[src/rtl/keypad_scanner.sv]
// 4x4 active-low key matrix scanner: row drive, column synchroniser, per-scan key
// detection and a scan-rate debounce FSM producing a stable key code and enable.
module keypad_scanner #(
    parameter int unsigned SCAN_DIV  = 4,
    parameter int unsigned DEB_SCANS = 3
) (
    input  logic       CLK,
    input  logic       RST,
    input  logic [3:0] COL_in,
    output logic [3:0] ROW_out,
    output logic [3:0] B_out,
    output logic       EN_out,
    output logic       KEY_stb
);

    localparam int unsigned DW = (SCAN_DIV > 1) ? $clog2(SCAN_DIV) : 1;
    localparam int unsigned CW = $clog2(DEB_SCANS + 1);
    localparam logic [DW-1:0] DWELL_LAST = DW'(SCAN_DIV - 1);
    localparam logic [CW-1:0] CNT_DONE   = CW'(DEB_SCANS);
    localparam logic [CW-1:0] CNT_ONE    = CW'(1);

    typedef enum logic [1:0] {
        IDLE      = 2'd0,
        PRESS_CHK = 2'd1,
        HELD      = 2'd2,
        REL_CHK   = 2'd3
    } state_t;

    logic [3:0]    col_m;
    logic [3:0]    col_s;
    logic [1:0]    row_idx;
    logic [DW-1:0] dwell;
    logic          found_acc;
    logic [3:0]    code_acc;
    state_t        state;
    logic [3:0]    cand;
    logic [CW-1:0] cnt;

    logic          sample;
    logic          scan_end;
    logic          row_hit;
    logic [1:0]    hit_col;
    logic          scan_found;
    logic [3:0]    scan_code;

    // Lowest-index column reading low; only meaningful when some column is low.
    function automatic logic [1:0] first_low(input logic [3:0] c);
        logic [1:0] idx;
        idx = 2'd0;
        for (int i = 3; i >= 0; i--) begin
            if (!c[i]) idx = 2'(i);
        end
        return idx;
    endfunction

    // Per-row sample point and the scan result as seen at the scan-end cycle.
    always_comb begin
        sample     = 1'b0;
        scan_end   = 1'b0;
        row_hit    = 1'b0;
        hit_col    = 2'd0;
        scan_found = 1'b0;
        scan_code  = 4'd0;
        sample     = (dwell == DWELL_LAST);
        scan_end   = sample && (row_idx == 2'd3);
        row_hit    = (col_s != 4'hF);
        hit_col    = first_low(col_s);
        scan_found = found_acc | row_hit;
        scan_code  = found_acc ? code_acc : {row_idx, hit_col};
    end

    // Two-flop synchroniser for the asynchronous column returns.
    always_ff @(posedge CLK or posedge RST) begin
        if (RST) begin
            col_m <= 4'hF;
            col_s <= 4'hF;
        end else begin
            col_m <= COL_in;
            col_s <= col_m;
        end
    end

    // Row rotation and first-hit capture across one full scan.
    always_ff @(posedge CLK or posedge RST) begin
        if (RST) begin
            row_idx   <= 2'd0;
            dwell     <= '0;
            ROW_out   <= 4'b1110;
            found_acc <= 1'b0;
            code_acc  <= 4'd0;
        end else if (sample) begin
            dwell   <= '0;
            row_idx <= row_idx + 2'd1;
            ROW_out <= ~(4'b0001 << (row_idx + 2'd1));
            if (scan_end) begin
                found_acc <= 1'b0;
                code_acc  <= 4'd0;
            end else if (!found_acc && row_hit) begin
                found_acc <= 1'b1;
                code_acc  <= {row_idx, hit_col};
            end
        end else begin
            dwell <= dwell + DW'(1);
        end
    end

    // Debounce FSM, advanced once per scan.
    always_ff @(posedge CLK or posedge RST) begin
        if (RST) begin
            state   <= IDLE;
            cand    <= 4'd0;
            cnt     <= '0;
            B_out   <= 4'd0;
            EN_out  <= 1'b0;
            KEY_stb <= 1'b0;
        end else begin
            KEY_stb <= 1'b0;
            if (scan_end) begin
                case (state)
                    IDLE: begin
                        if (scan_found) begin
                            state <= PRESS_CHK;
                            cand  <= scan_code;
                            cnt   <= CNT_ONE;
                        end
                    end
                    PRESS_CHK: begin
                        if (!scan_found) begin
                            state <= IDLE;
                            cnt   <= '0;
                        end else if (scan_code != cand) begin
                            cand <= scan_code;
                            cnt  <= CNT_ONE;
                        end else if ((cnt + CNT_ONE) == CNT_DONE) begin
                            state   <= HELD;
                            B_out   <= cand;
                            EN_out  <= 1'b1;
                            KEY_stb <= 1'b1;
                            cnt     <= '0;
                        end else begin
                            cnt <= cnt + CNT_ONE;
                        end
                    end
                    HELD: begin
                        if (!(scan_found && (scan_code == B_out))) begin
                            state <= REL_CHK;
                            cnt   <= CNT_ONE;
                        end
                    end
                    REL_CHK: begin
                        if (scan_found && (scan_code == B_out)) begin
                            state <= HELD;
                            cnt   <= '0;
                        end else if ((cnt + CNT_ONE) == CNT_DONE) begin
                            state  <= IDLE;
                            EN_out <= 1'b0;
                            cnt    <= '0;
                        end else begin
                            cnt <= cnt + CNT_ONE;
                        end
                    end
                    default: state <= IDLE;
                endcase
            end
        end
    end

endmodule

[config.mk]
export PLATFORM = sky130hd
export DESIGN_NAME = keypad_scanner
export DESIGN_NICKNAME = d
export VERILOG_FILES = /design/src/rtl/keypad_scanner.sv
export SDC_FILE = /design/constraint.sdc
export NUM_CORES = 1
export LEC_CHECK = 0
export BUFFER_PORTS_ARGS = -buffer_cell sky130_fd_sc_hd__buf_4
export CAP_MARGIN = 20
export CORE_ASPECT_RATIO = 1.25
export CORE_MARGIN = 1.5
export CORE_UTILIZATION = 55
export DETAILED_ROUTE_END_ITERATION = 10
export GPL_ROUTABILITY_DRIVEN = 1
export PLACE_DENSITY = 0.75
export SLEW_MARGIN = 10
export SYNTH_ARGS = -nofsm -noshare
export SYNTH_HDL_FRONTEND = slang
export SYNTH_SLANG_ARGS = --single-unit
export TNS_END_PERCENT = 30
[constraint.sdc]
create_clock -name CLK -period 2.19 [get_ports CLK]
set_input_delay 0.3285 -clock CLK [delete_from_list [all_inputs] [get_ports CLK]]
set_output_delay 0.3285 -clock CLK [all_outputs]
set_load 0.005 [all_outputs]
# --- After elaboration in Yosys (flattened, before gate mapping) ---
# Cells that the tools add are included.
word_totals:
  out_inout_bits: 10
  reg_bits: 35
classes:
  n_shift: 1
  add_sub_neg: 3
  reduce_logical: 14
  eq_ne: 20
  mux: 39
  bitwise_logic: 3
op_table:
  columns: ["cell", "n"]
  rows:
  - ["$mux 2", 17]
  - ["$mux 4", 6]
  - ["$ne 2x2->1 const B", 8]
  - ["$pmux 2 s4", 2]
  - ["$mux 1", 12]
  - ["$eq 2x2->1 const B", 5]
  - ["$reduce_and 5->1", 2]
  - ["$ne 3x3->1 const B", 3]
  - ["$pmux 4 s2", 1]
  - ["$reduce_and 7->1", 1]
  - ["$add 2x1->2 const B", 3]
  - ["$reduce_and 6->1", 1]
  - ["$reduce_bool 2->1", 3]
  - ["$eq 4x4->1", 1]
  - ["$ne 4x4->1", 1]
  - ["$ne 4x4->1 const B", 1]
  - ["$not 4->4", 1]
  - ["$shl 1x2->4 const A", 1]
  - ["$logic_and 1x1->1", 3]
  - ["$reduce_and 3->1", 1]
  - ["$eq 2x1->1 const B", 1]
  - ["$logic_not 2->1", 1]
  - ["$pmux 1 s2", 1]
  - ["$reduce_and 2->1", 1]
  - ["other kinds (3)", 3]

# --- Depth between registers and ports, before layout ---
# Gate-level depths: netlist of the first run.
logic_depth:
  depth_word: 10
  depth_mapped: 8

# --- Least setup slack after synthesis of the first run ---
# OpenSTA, ideal clock, no wires.
synth_path:
  path_type: "register to register"
  start: "reg row_idx[0]"
  end: "reg B_out[0]"
  path_stages_with_launch: 6
  setup_slack_ns: 0.244
  n_path_buf: 0
  arrival_time_ns: 1.821
  required_ns: 2.065
  period_less_slack_ns: 1.946
  cell_sequence: "dfrtp_1 ha_1 nand3_1 nor3_1 nand3_4 mux2_4"
synth_between:
  elab_chain_cells: 4
  word_cells_on_any_way: 6
synth_lines:
  columns: ["item", "line_no", "text"]
  rows:
  - ["from (decl)", "31", "logic [1:0] row_idx;"]
  - ["from (signal assigned)", "93", "row_idx <= row_idx + 2'd1;"]
  - ["$mux 4", "69", "scan_code = found_acc ? code_acc : {row_idx, hit_col};"]
  - ["$ne 4x4->1", "131", "end else if (scan_code != cand) begin"]
  - ["$not 1->1 (no line)", null, null]
  - ["$reduce_and 5->1 (no line) *", null, null]
  - ["to (signal assigned)", "136", "B_out <= cand;"]
  - ["to (decl)", "11", "output logic [3:0] B_out,"]
# Mark *: on every way between the ends. The rest lies on a longest branch, timed or not.
# A chain may end at the register's enable or synchronous reset.

# --- Final worst setup path of the first run ---
layout_path:
  start: "reg found_acc"
  end: "reg cnt[0]"
layout_between:
  elab_chain_cells: 5
  word_cells_on_any_way: 12
layout_lines:
  columns: ["item", "line_no", "text"]
  rows:
  - ["from (decl)", "33", "logic found_acc;"]
  - ["from (signal assigned)", "89", "found_acc <= 1'b0;"]
  - ["from (signal assigned)", "96", "found_acc <= 1'b0;"]
  - ["from (signal assigned)", "99", "found_acc <= 1'b1;"]
  - ["$mux 4", "69", null]
  - ["$ne 4x4->1 or $eq 4x4->1 (tied branches)", "131, 145, 151", null]
  - ["$mux 2 or $logic_and 1x1->1 (tied branches)", "131, 145, 151", null]
  - ["$mux 2 (tied with other cells)", "128", "if (!scan_found) begin"]
  - ["$pmux 2 s4 or $reduce_and 3->1 (tied branches)", null, null]
  - ["to (signal assigned)", "141", "cnt <= cnt + CNT_ONE;"]
  - ["to (signal assigned)", "159", "cnt <= cnt + CNT_ONE;"]
  - ["to (decl)", "37", "logic [CW-1:0] cnt;"]
# Several ways; a longest one is shown, not always the timed one.

==> reports/qor.txt, run 1 <==
Measured slew at the worst slew-check pin -> 0.425 ns
Tightest Hold Check Type -> in -> async
Sequential area share after synthesis -> 0.516
CTS tree -> built
Wire length per cell -> 15.4 um
Initial Utilization -> 0.580
Syn. warnings -> 0
Setup tns final -> 0 ns
Async SR Flop Fraction -> 1.00
Initial antenna violation count -> 0
Die height -> 65.6 um
Area fraction of the dominant cell type after synthesis -> 0.348
Worst Path Required -> 2.43 ns
Clk_skew -> 0.00365 ns
Tcrit/Tclk final -> 0.966
Non-Filler Instances -> 215
Clk pin slew, worst setup/hold paths -> 0.11 ns
CP endpoint kind -> flop
Placed cell areas -> 1900 um^2
Worst path cell trace -> buf_4 -> a41oi_4 -> nand2_1 -> and3_1 -> a2111oi_4 -> a311oi_2 -> o22a_1
H-tree levels -> 2
Post-synth EDFFs -> 0
Fill cells -> 223
CTS Buf Count -> 5
Max_cap viols -> 0
Root buffer cell -> clkbuf_4
Post-DP HPWL -> 2370 um
Worst-case clock buffer depth -> 2
I/O pin count -> 16
Post-synthesis instance area -> 1730 um^2
Cells after synthesis -> 154
Hold Vio Cnt, Final -> 0
R2R cell count -> 7
Leak -> 0.910 nW
Synthesized area per cell -> 11.2 um^2
CP max stage delay -> 0.47 ns
Dpl cells -> 206
Area growth syn-to-layout -> 16.7%
Grt ovf -> 0
Core Rows -> 22
Vias in the first global route -> 1241
Commonest cells post-synth -> 24 x dfrtp_1, 18 x nand2_1, 11 x dfstp_2, 11 x inv_1, 9 x o21ai_0
Finished Cell Area -> 2010 um^2
Drt via density -> 5.77
Setup CP Type -> reg -> reg
Critical path peak fanout -> 15
Buf+Inv Stages, Crit Path -> 1
Worst path top cell family by delay -> compound AO/OA/AOI/OAI gates
Fmax -> 473 MHz
First-pass GRT wire length -> 5590 um
Clock tree sinks -> 35
Pins over their slew limit -> 0
Outcome -> complete, no violations
Latest clock arrival within the worst-skew pair -> 0.35 ns
Max_slew headroom -> 0.717
All-Layer GR Usage -> 0.223
Largest net degree at the start of global routing -> 36
Instance count on the critical path -> 7
Port bufs -> 15
Synth Flop Type -> dfrtp_1
Netlist cell types -> 43
Antenna diodes -> 0
DRT iter0 DRCs -> 37
Critical path arrival -> 2.36 ns
Die ar. -> 3480 um^2
Pwr Density -> 631 nW/um^2
Layout cell share with drive strength beyond 1 -> 0.318
Critical path's slowest cell -> a2111oi_4
Synth area leader -> dfrtp_1
Total Nets Final -> 189
CORE AREA -> 2970 um^2
WL final -> 3310 um
Final min period -> 2.12 ns
Top post-synthesis cells by area -> dfrtp_1 35%, dfstp_2 17%, nand2_1 3.9%, ha_1 3.6%, o21ai_0 2.6%
GP Congestion -> 0.815
Post-layout util -> 0.677
Die W -> 53.1 um
Post-Syn Nets -> 165
Yosys reg bits -> 35
Residual DRC -> 0
Crit path launch type -> flop
Top-count cell post-synth -> dfrtp_1
Setup violators final -> 0
Via count -> 1240
Worst VDD drop -> 0.000740 V
First-pass iteration count of the detailed router -> 4
ANT nets after route -> 0
## placed cells by master (no fill, tap or decap), types with 2 or more instances in the layout
cell and n:
o21ai_0 9, ha_1 5, a31oi_1 2, a32o_1 2, a21oi_1 6, nand2_1 18, o211ai_1 3, inv_1 11
clkbuf_4 5, nor3_1 3, xnor2_1 3, nor2_1 7, buf_4 23, o22a_1 2, mux2_4 2, and2_1 2
nand3_1 5, dfrtp_1 24, and3_1 3, mux2_2 3, dfstp_2 11, xor2_1 4, mux2i_4 2, mux2i_1 2
## worst register-to-register path, stage by stage (launching register included)
cell and delay, ns:
dfrtp_1 0.44, buf_4 0.22, a41oi_4 0.21, nand2_1 0.08, and3_1 0.21, a2111oi_4 0.47, a311oi_2 0.18, o22a_1 0.21
## per-layer routing
layer  part of all wire  global-route usage
met1               0.43               0.274
met2               0.51               0.363
met3              0.034              0.0682
met4              0.018              0.0865
met5                  0                   0
## power by group
group	total, W	internal (W)	switching [W]	leakage [nW]
clock	0.000473	0.000244	0.000229	0.0418
combinational	0.0000990	0.0000459	0.0000531	0.433
sequential	0.000698	0.000674	0.0000236	0.435
## final timing paths
| kind | startpoint | slack, ns | end |
|---|---|---|---|
| min reg2reg | col_m[0] | 0.36 | col_s[0] |
| max | found_acc | 0.07 | cnt[0] |
| max in group asynchronous | RST | 1.80 | ROW_out[3] |
| min | RST | 0.06 | B_out[3] |
| max reg2reg | found_acc | 0.07 | cnt[0] |
| min in group CLK | COL_in[2] | 0.08 | col_m[2] |
## area by class of cell
class	count	area (um^2)	area share
Sequential cell	35	890	0.442
Clock inverter	3	46.3	0.0230
Clock buffer	5	37.5	0.0186
Inverter	11	41.3	0.0205
Multi-Input combinational cell	102	781	0.388
Tap cell	36	45.0	0.0224
Timing Repair Buffer	23	173	0.0858
## per-stage QoR
step,hold slack (ns),setup WS [ns],power (W)
finish,0.0591,0.0747,0.00127
global route,0.0357,-0.0191,0.00133
CTS,0.0598,0.0337,0.00128
detailed placement,0.351,0.0686,0.000802
global placement,0.346,0.125,0.000797
floorplan,0.333,0.244,0.000769
## logic make-up after synthesis
kind of cell | share of synthesized area
multiplexers | 0.0747
AO/OA/AOI/OAI | 0.154
adder cells (fa/ha/maj) | 0.0363
XOR/XNOR | 0.0355
flip-flops | 0.516
buffers and inverters | 0.0464
AND/OR/NAND/NOR | 0.138
## state kept, by name, indices dropped and copies added (netlist names), 2 cells and up
register,flops
col_m,4
col_s,4
cnt,2
ROW_out,4
state,2
dwell,2
row_idx,2
B_out,4
code_acc,4
cand,4
## repair_timing
item / in CTS / in global routing
gates resized for setup: 0 / 3
buffers inserted: 0 / 1
hold buffers: 0 / 0
endpoints found under the setup margin: 0 / 5
(Power assumes the default switching activity.)
==> inputs of run 2 (changes only) <==
--- a/config.mk
+++ b/config.mk
@@ -13,6 +13,7 @@
 export DETAILED_ROUTE_END_ITERATION = 10
 export GPL_ROUTABILITY_DRIVEN = 1
 export PLACE_DENSITY = 0.75
+export REMOVE_ABC_BUFFERS = 1
 export SLEW_MARGIN = 10
 export SYNTH_ARGS = -nofsm -noshare
 export SYNTH_HDL_FRONTEND = slang
==> reports/qor.txt, run 2 (synthesized netlist as in run 1, its figures left out) <==
Setup CP Type -> reg -> reg
Worst path top cell family by delay -> multiplexers
CTS Buf Count -> 5
I/O pin count -> 16
Largest net degree at the start of global routing -> 36
Clk pin slew, worst setup/hold paths -> 0.10 ns
Tcrit/Tclk final -> 0.955
CP max stage delay -> 0.43 ns
Commonest non-fill, non-tap cell in the layout -> dfrtp_1
Initial Utilization -> 0.580
Placed cell areas -> 1900 um^2
CORE AREA -> 2970 um^2
Finished Cell Area -> 2000 um^2
DRT iter0 DRCs -> 13
Most frequent cells in the layout -> 24 x dfrtp_1, 23 x buf_4, 18 x nand2_1
Pins over their slew limit -> 0
All-Layer GR Usage -> 0.216
Max_cap viols -> 0
Post-DP HPWL -> 2290 um
WL final -> 3090 um
Post-CTS Hold Buffers -> 0
Grt ovf -> 0
Tot Pwr -> 0.00118 W
Drt via density -> 5.57
Pwr Density -> 592 nW/um^2
Max_slew headroom -> 0.623
Die W -> 53.1 um
Residual DRC -> 0
CP endpoint kind -> flop
Setup tns final -> 0 ns
Fill cells -> 246
Antenna diodes -> 0
Worst Path Required -> 2.42 ns
Wire length per cell -> 14.3 um
Critical path's slowest cell -> dfrtp_1
Clk_skew -> 0.00816 ns
Clock tree sinks -> 35
Port bufs -> 15
Setup violators final -> 0
Critical path arrival -> 2.32 ns
Core Rows -> 22
H-tree levels -> 2
Measured slew at the worst slew-check pin -> 0.562 ns
GP Congestion -> 0.819
Die ar. -> 3480 um^2
Hold Vio Cnt, Final -> 0
Die height -> 65.6 um
Final min period -> 2.09 ns
Crit path launch type -> flop
Leak -> 0.911 nW
Vias in the first global route -> 1210
Latest clock arrival within the worst-skew pair -> 0.34 ns
First-pass GRT wire length -> 5340 um
Fmax -> 478 MHz
ANT nets after route -> 0
Total Nets Final -> 190
Worst-case clock buffer depth -> 2
Worst VDD drop -> 0.000468 V
RSZ-0062 raised after global routing -> no
CTS tree -> built
Outcome -> complete, no violations
Initial antenna violation count -> 0
Critical path peak fanout -> 15
Via count -> 1203
Area growth syn-to-layout -> 15.8%
Buf+Inv Stages, Crit Path -> 2
Layout cell share with drive strength beyond 1 -> 0.317
First-pass iteration count of the detailed router -> 4
Tightest Hold Check Type -> in -> async
Worst path cell trace -> buf_6 -> mux2i_1 -> a31oi_2 -> buf_4 -> xor2_1 -> and2b_4 -> nand3_4 -> mux2_2
Root buffer cell -> clkbuf_4
run 2: cell count changes in the layout (fill, tap and decap cells not counted), sizes merged:
cell / before / now
buf: 23 / 24
clkbuf: 5 / 8
clkinvlp: 1 / 0
inv: 12 / 11
bufinv: 1 / 0
run 2: worst min-delay path, cell delays in order:
cell   delay, ns
buf_4       0.10
inv_1       0.04
buf_4       0.37
run 2: layout make-up:
| cell class | count | area, um^2 | share of cell area |
|---|---|---|---|
| sequential | 35 | 890 | 0.445 |
| tap | 36 | 45.0 | 0.0225 |
| inverter | 11 | 41.3 | 0.0207 |
| multi-input combinational | 102 | 769 | 0.385 |
| timing repair buffer | 24 | 184 | 0.0920 |
| clock buffer | 8 | 68.8 | 0.0344 |
run 2: where the power goes:
group | switching (W) | leakage [nW] | internal, W | total [W]
logic | 0.0000554 | 0.438 | 0.0000471 | 0.000103
clock network | 0.000200 | 0.0386 | 0.000189 | 0.000389
registers | 0.0000186 | 0.435 | 0.000674 | 0.000693
run 2: per-layer routing:
layer  share of wire  global-route usage  vias to the layer above  wire (um)
li1                -                   -                      596          -
met1            0.43               0.250                      576       1330
met2            0.50               0.353                       21       1560
met3           0.034              0.0659                       10        105
met4           0.033               0.112                        0        101
met5               0                   0                        -          0
run 2: path summary, 6_finish.rpt:
check	startpoint	end	slack, ns	cells past startpoint
max	found_acc	B_out[2]	0.1	8
min	RST	state[1]	0.08	3
max reg2reg	found_acc	B_out[2]	0.1	8
min reg2reg	col_m[0]	col_s[0]	0.36	0
max in group asynchronous	RST	ROW_out[2]	1.77	3
min in group CLK	COL_in[2]	col_m[2]	0.10	1
run 2: what timing repair did:
action	4_1_cts	5_1_grt
endpoints found under the setup margin	0	2
resized for setup	0	3
endpoints found under the hold margin	0	0
setup buffers	0	2
run 2: through the flow:
step                setup slack, ns  hold WS [ns]  instances   util
detailed placement           0.0658         0.347        206  0.638
floorplan                    0.0594         0.333        148      -
global route                 0.0200        0.0656        216  0.672
CTS                          0.0467        0.0723        214  0.661
finish                       0.0978        0.0753        216  0.672
global placement              0.111         0.346        206  0.638
==> inputs of run 3 (changes only) <==
--- a/config.mk
+++ b/config.mk
@@ -9,10 +9,10 @@
 export CAP_MARGIN = 20
 export CORE_ASPECT_RATIO = 1.25
 export CORE_MARGIN = 1.5
-export CORE_UTILIZATION = 55
+export CORE_UTILIZATION = 58
 export DETAILED_ROUTE_END_ITERATION = 10
 export GPL_ROUTABILITY_DRIVEN = 1
-export PLACE_DENSITY = 0.75
+export PLACE_DENSITY = 0.78
 export REMOVE_ABC_BUFFERS = 1
 export SLEW_MARGIN = 10
 export SYNTH_ARGS = -nofsm -noshare
==> reports/qor.txt, run 3 (synthesized netlist as in run 1, its figures left out) <==
Outcome -> complete, no violations
Pwr Density -> 659 nW/um^2
Post-layout util -> 0.728
Placed cell areas -> 1890 um^2
Critical path arrival -> 2.31 ns
Post-CTS Setup Bufs -> 0
Drt via density -> 5.90
Setup tns final -> 0 ns
CTS tree -> built
Clock tree sinks -> 35
All-Layer GR Usage -> 0.231
CTS Buf Count -> 5
Setup violators final -> 0
Layout cell share with drive strength beyond 1 -> 0.320
DRT iter0 DRCs -> 50
Most frequent cells in the layout -> 23 x dfrtp_1, 22 x buf_4, 18 x nand2_1
Initial Utilization -> 0.625
R2R cell count -> 7
Post-DP HPWL -> 2280 um
Area growth syn-to-layout -> 16.5%
Total Nets Final -> 188
First-pass GRT wire length -> 5620 um
Pins over their slew limit -> 0
CP endpoint kind -> flop
First-pass iteration count of the detailed router -> 6
Worst-case clock buffer depth -> 2
Post-CTS Hold Buffers -> 0
Worst Path Required -> 2.43 ns
FF-to-FF End -> cnt[0]
WL final -> 3200 um
Die ar. -> 3310 um^2
Clk pin slew, worst setup/hold paths -> 0.11 ns
I/O pin count -> 16
Clk_skew -> 0.00918 ns
H-tree levels -> 2
Port bufs -> 15
CORE AREA -> 2760 um^2
Largest net degree at the start of global routing -> 36
Finished Cell Area -> 2010 um^2
Leak -> 0.911 nW
Grt ovf -> 0
Worst VDD drop -> 0.000487 V
Fill cells -> 196
Die height -> 64.0 um
Antenna diodes -> 0
Setup CP Type -> reg -> reg
Wire length per cell -> 15.1 um
Core Rows -> 21
Commonest non-fill, non-tap cell in the layout -> dfrtp_1
Fmax -> 484 MHz
Crit path launch type -> flop
GP Congestion -> 0.912
Max_cap viols -> 0
Die W -> 51.8 um
FF-to-FF Start -> found_acc
Tot Pwr -> 0.00132 W
Initial antenna violation count -> 0
Tcrit/Tclk final -> 0.943
Worst reg-to-reg setup slack -> 0.12 ns
Register area -> 891 um^2
Area of the multi-input gates -> 769 um^2
Tightest Hold Check Type -> in -> async
Hold Vio Cnt, Final -> 0
Measured slew at the worst slew-check pin -> 0.655 ns
RSZ-0062 raised after global routing -> no
Final min period -> 2.07 ns
ANT nets after route -> 0
Max_slew headroom -> 0.562
Critical path peak fanout -> 6
Root buffer cell -> clkbuf_4
Vias in the first global route -> 1289
Latest clock arrival within the worst-skew pair -> 0.34 ns
Via count -> 1251
CTS resizes -> 0
Residual DRC -> 0
==> run 3: changes by cell type in the layout (fill, tap and decap cells not counted), sizes merged <==
cell      before  now
buf           24   22
clkbuf         8    6
bufinv         0    1
clkinvlp       0    1
==> run 3: final cells by class <==
class,count,share of cell area
timing repair buffer,22,0.0822
sequential,35,0.443
clock inverter,2,0.0187
inverter,11,0.0205
tap,34,0.0212
clock buffer,6,0.0311
multi-input combinational,102,0.383
==> run 3: stage by stage <==
step	hold slack [ns]	setup WS, ns	std cells
2_1_floorplan	0.333	0.0594	148
3_5_place_dp	0.348	0.112	204
4_1_cts	0.0719	0.0894	212
6_report	0.0660	0.124	212
3_3_place_gp	0.346	0.184	204
5_1_grt	0.0611	0.0213	212
==> run 3: routing by layer <==
metal | GRT usage | wire length [um] | vias up
li1 | - | - | 586
met1 | 0.260 | 1370 | 618
met2 | 0.386 | 1600 | 36
met3 | 0.0794 | 142 | 11
met4 | 0.109 | 86 | 0
met5 | 0 | 0 | -
==> run 3: worst max path at each step <==
| stage | start | end | slack, ns | depth (start not counted) |
|---|---|---|---|---|
| detailed placement | found_acc | cnt[0] | 0.11 | 7 |
| global route | found_acc | cnt[1] | 0.02 | 7 |
| global placement | found_acc | cnt[0] | 0.18 | 6 |
| finish | found_acc | cnt[0] | 0.12 | 7 |
| floorplan | found_acc | cnt[0] | 0.06 | 6 |
| CTS | found_acc | cnt[0] | 0.09 | 7 |
==> run 3: critical path: stages, from the launching register on <==
cell       delay (ns)
dfrtp_2          0.47
buf_4            0.17
a41oi_2          0.20
nand2_1          0.07
and3_1           0.20
a2111oi_4        0.48
a311oi_2         0.18
o22a_1           0.20
==> run 3: where the power goes <==
part | internal, W | switching [W] | total, W | leakage (nW)
clock | 0.000309 | 0.000226 | 0.000535 | 0.0496
sequential | 0.000674 | 0.0000224 | 0.000696 | 0.434
combinational | 0.0000409 | 0.0000518 | 0.0000927 | 0.428
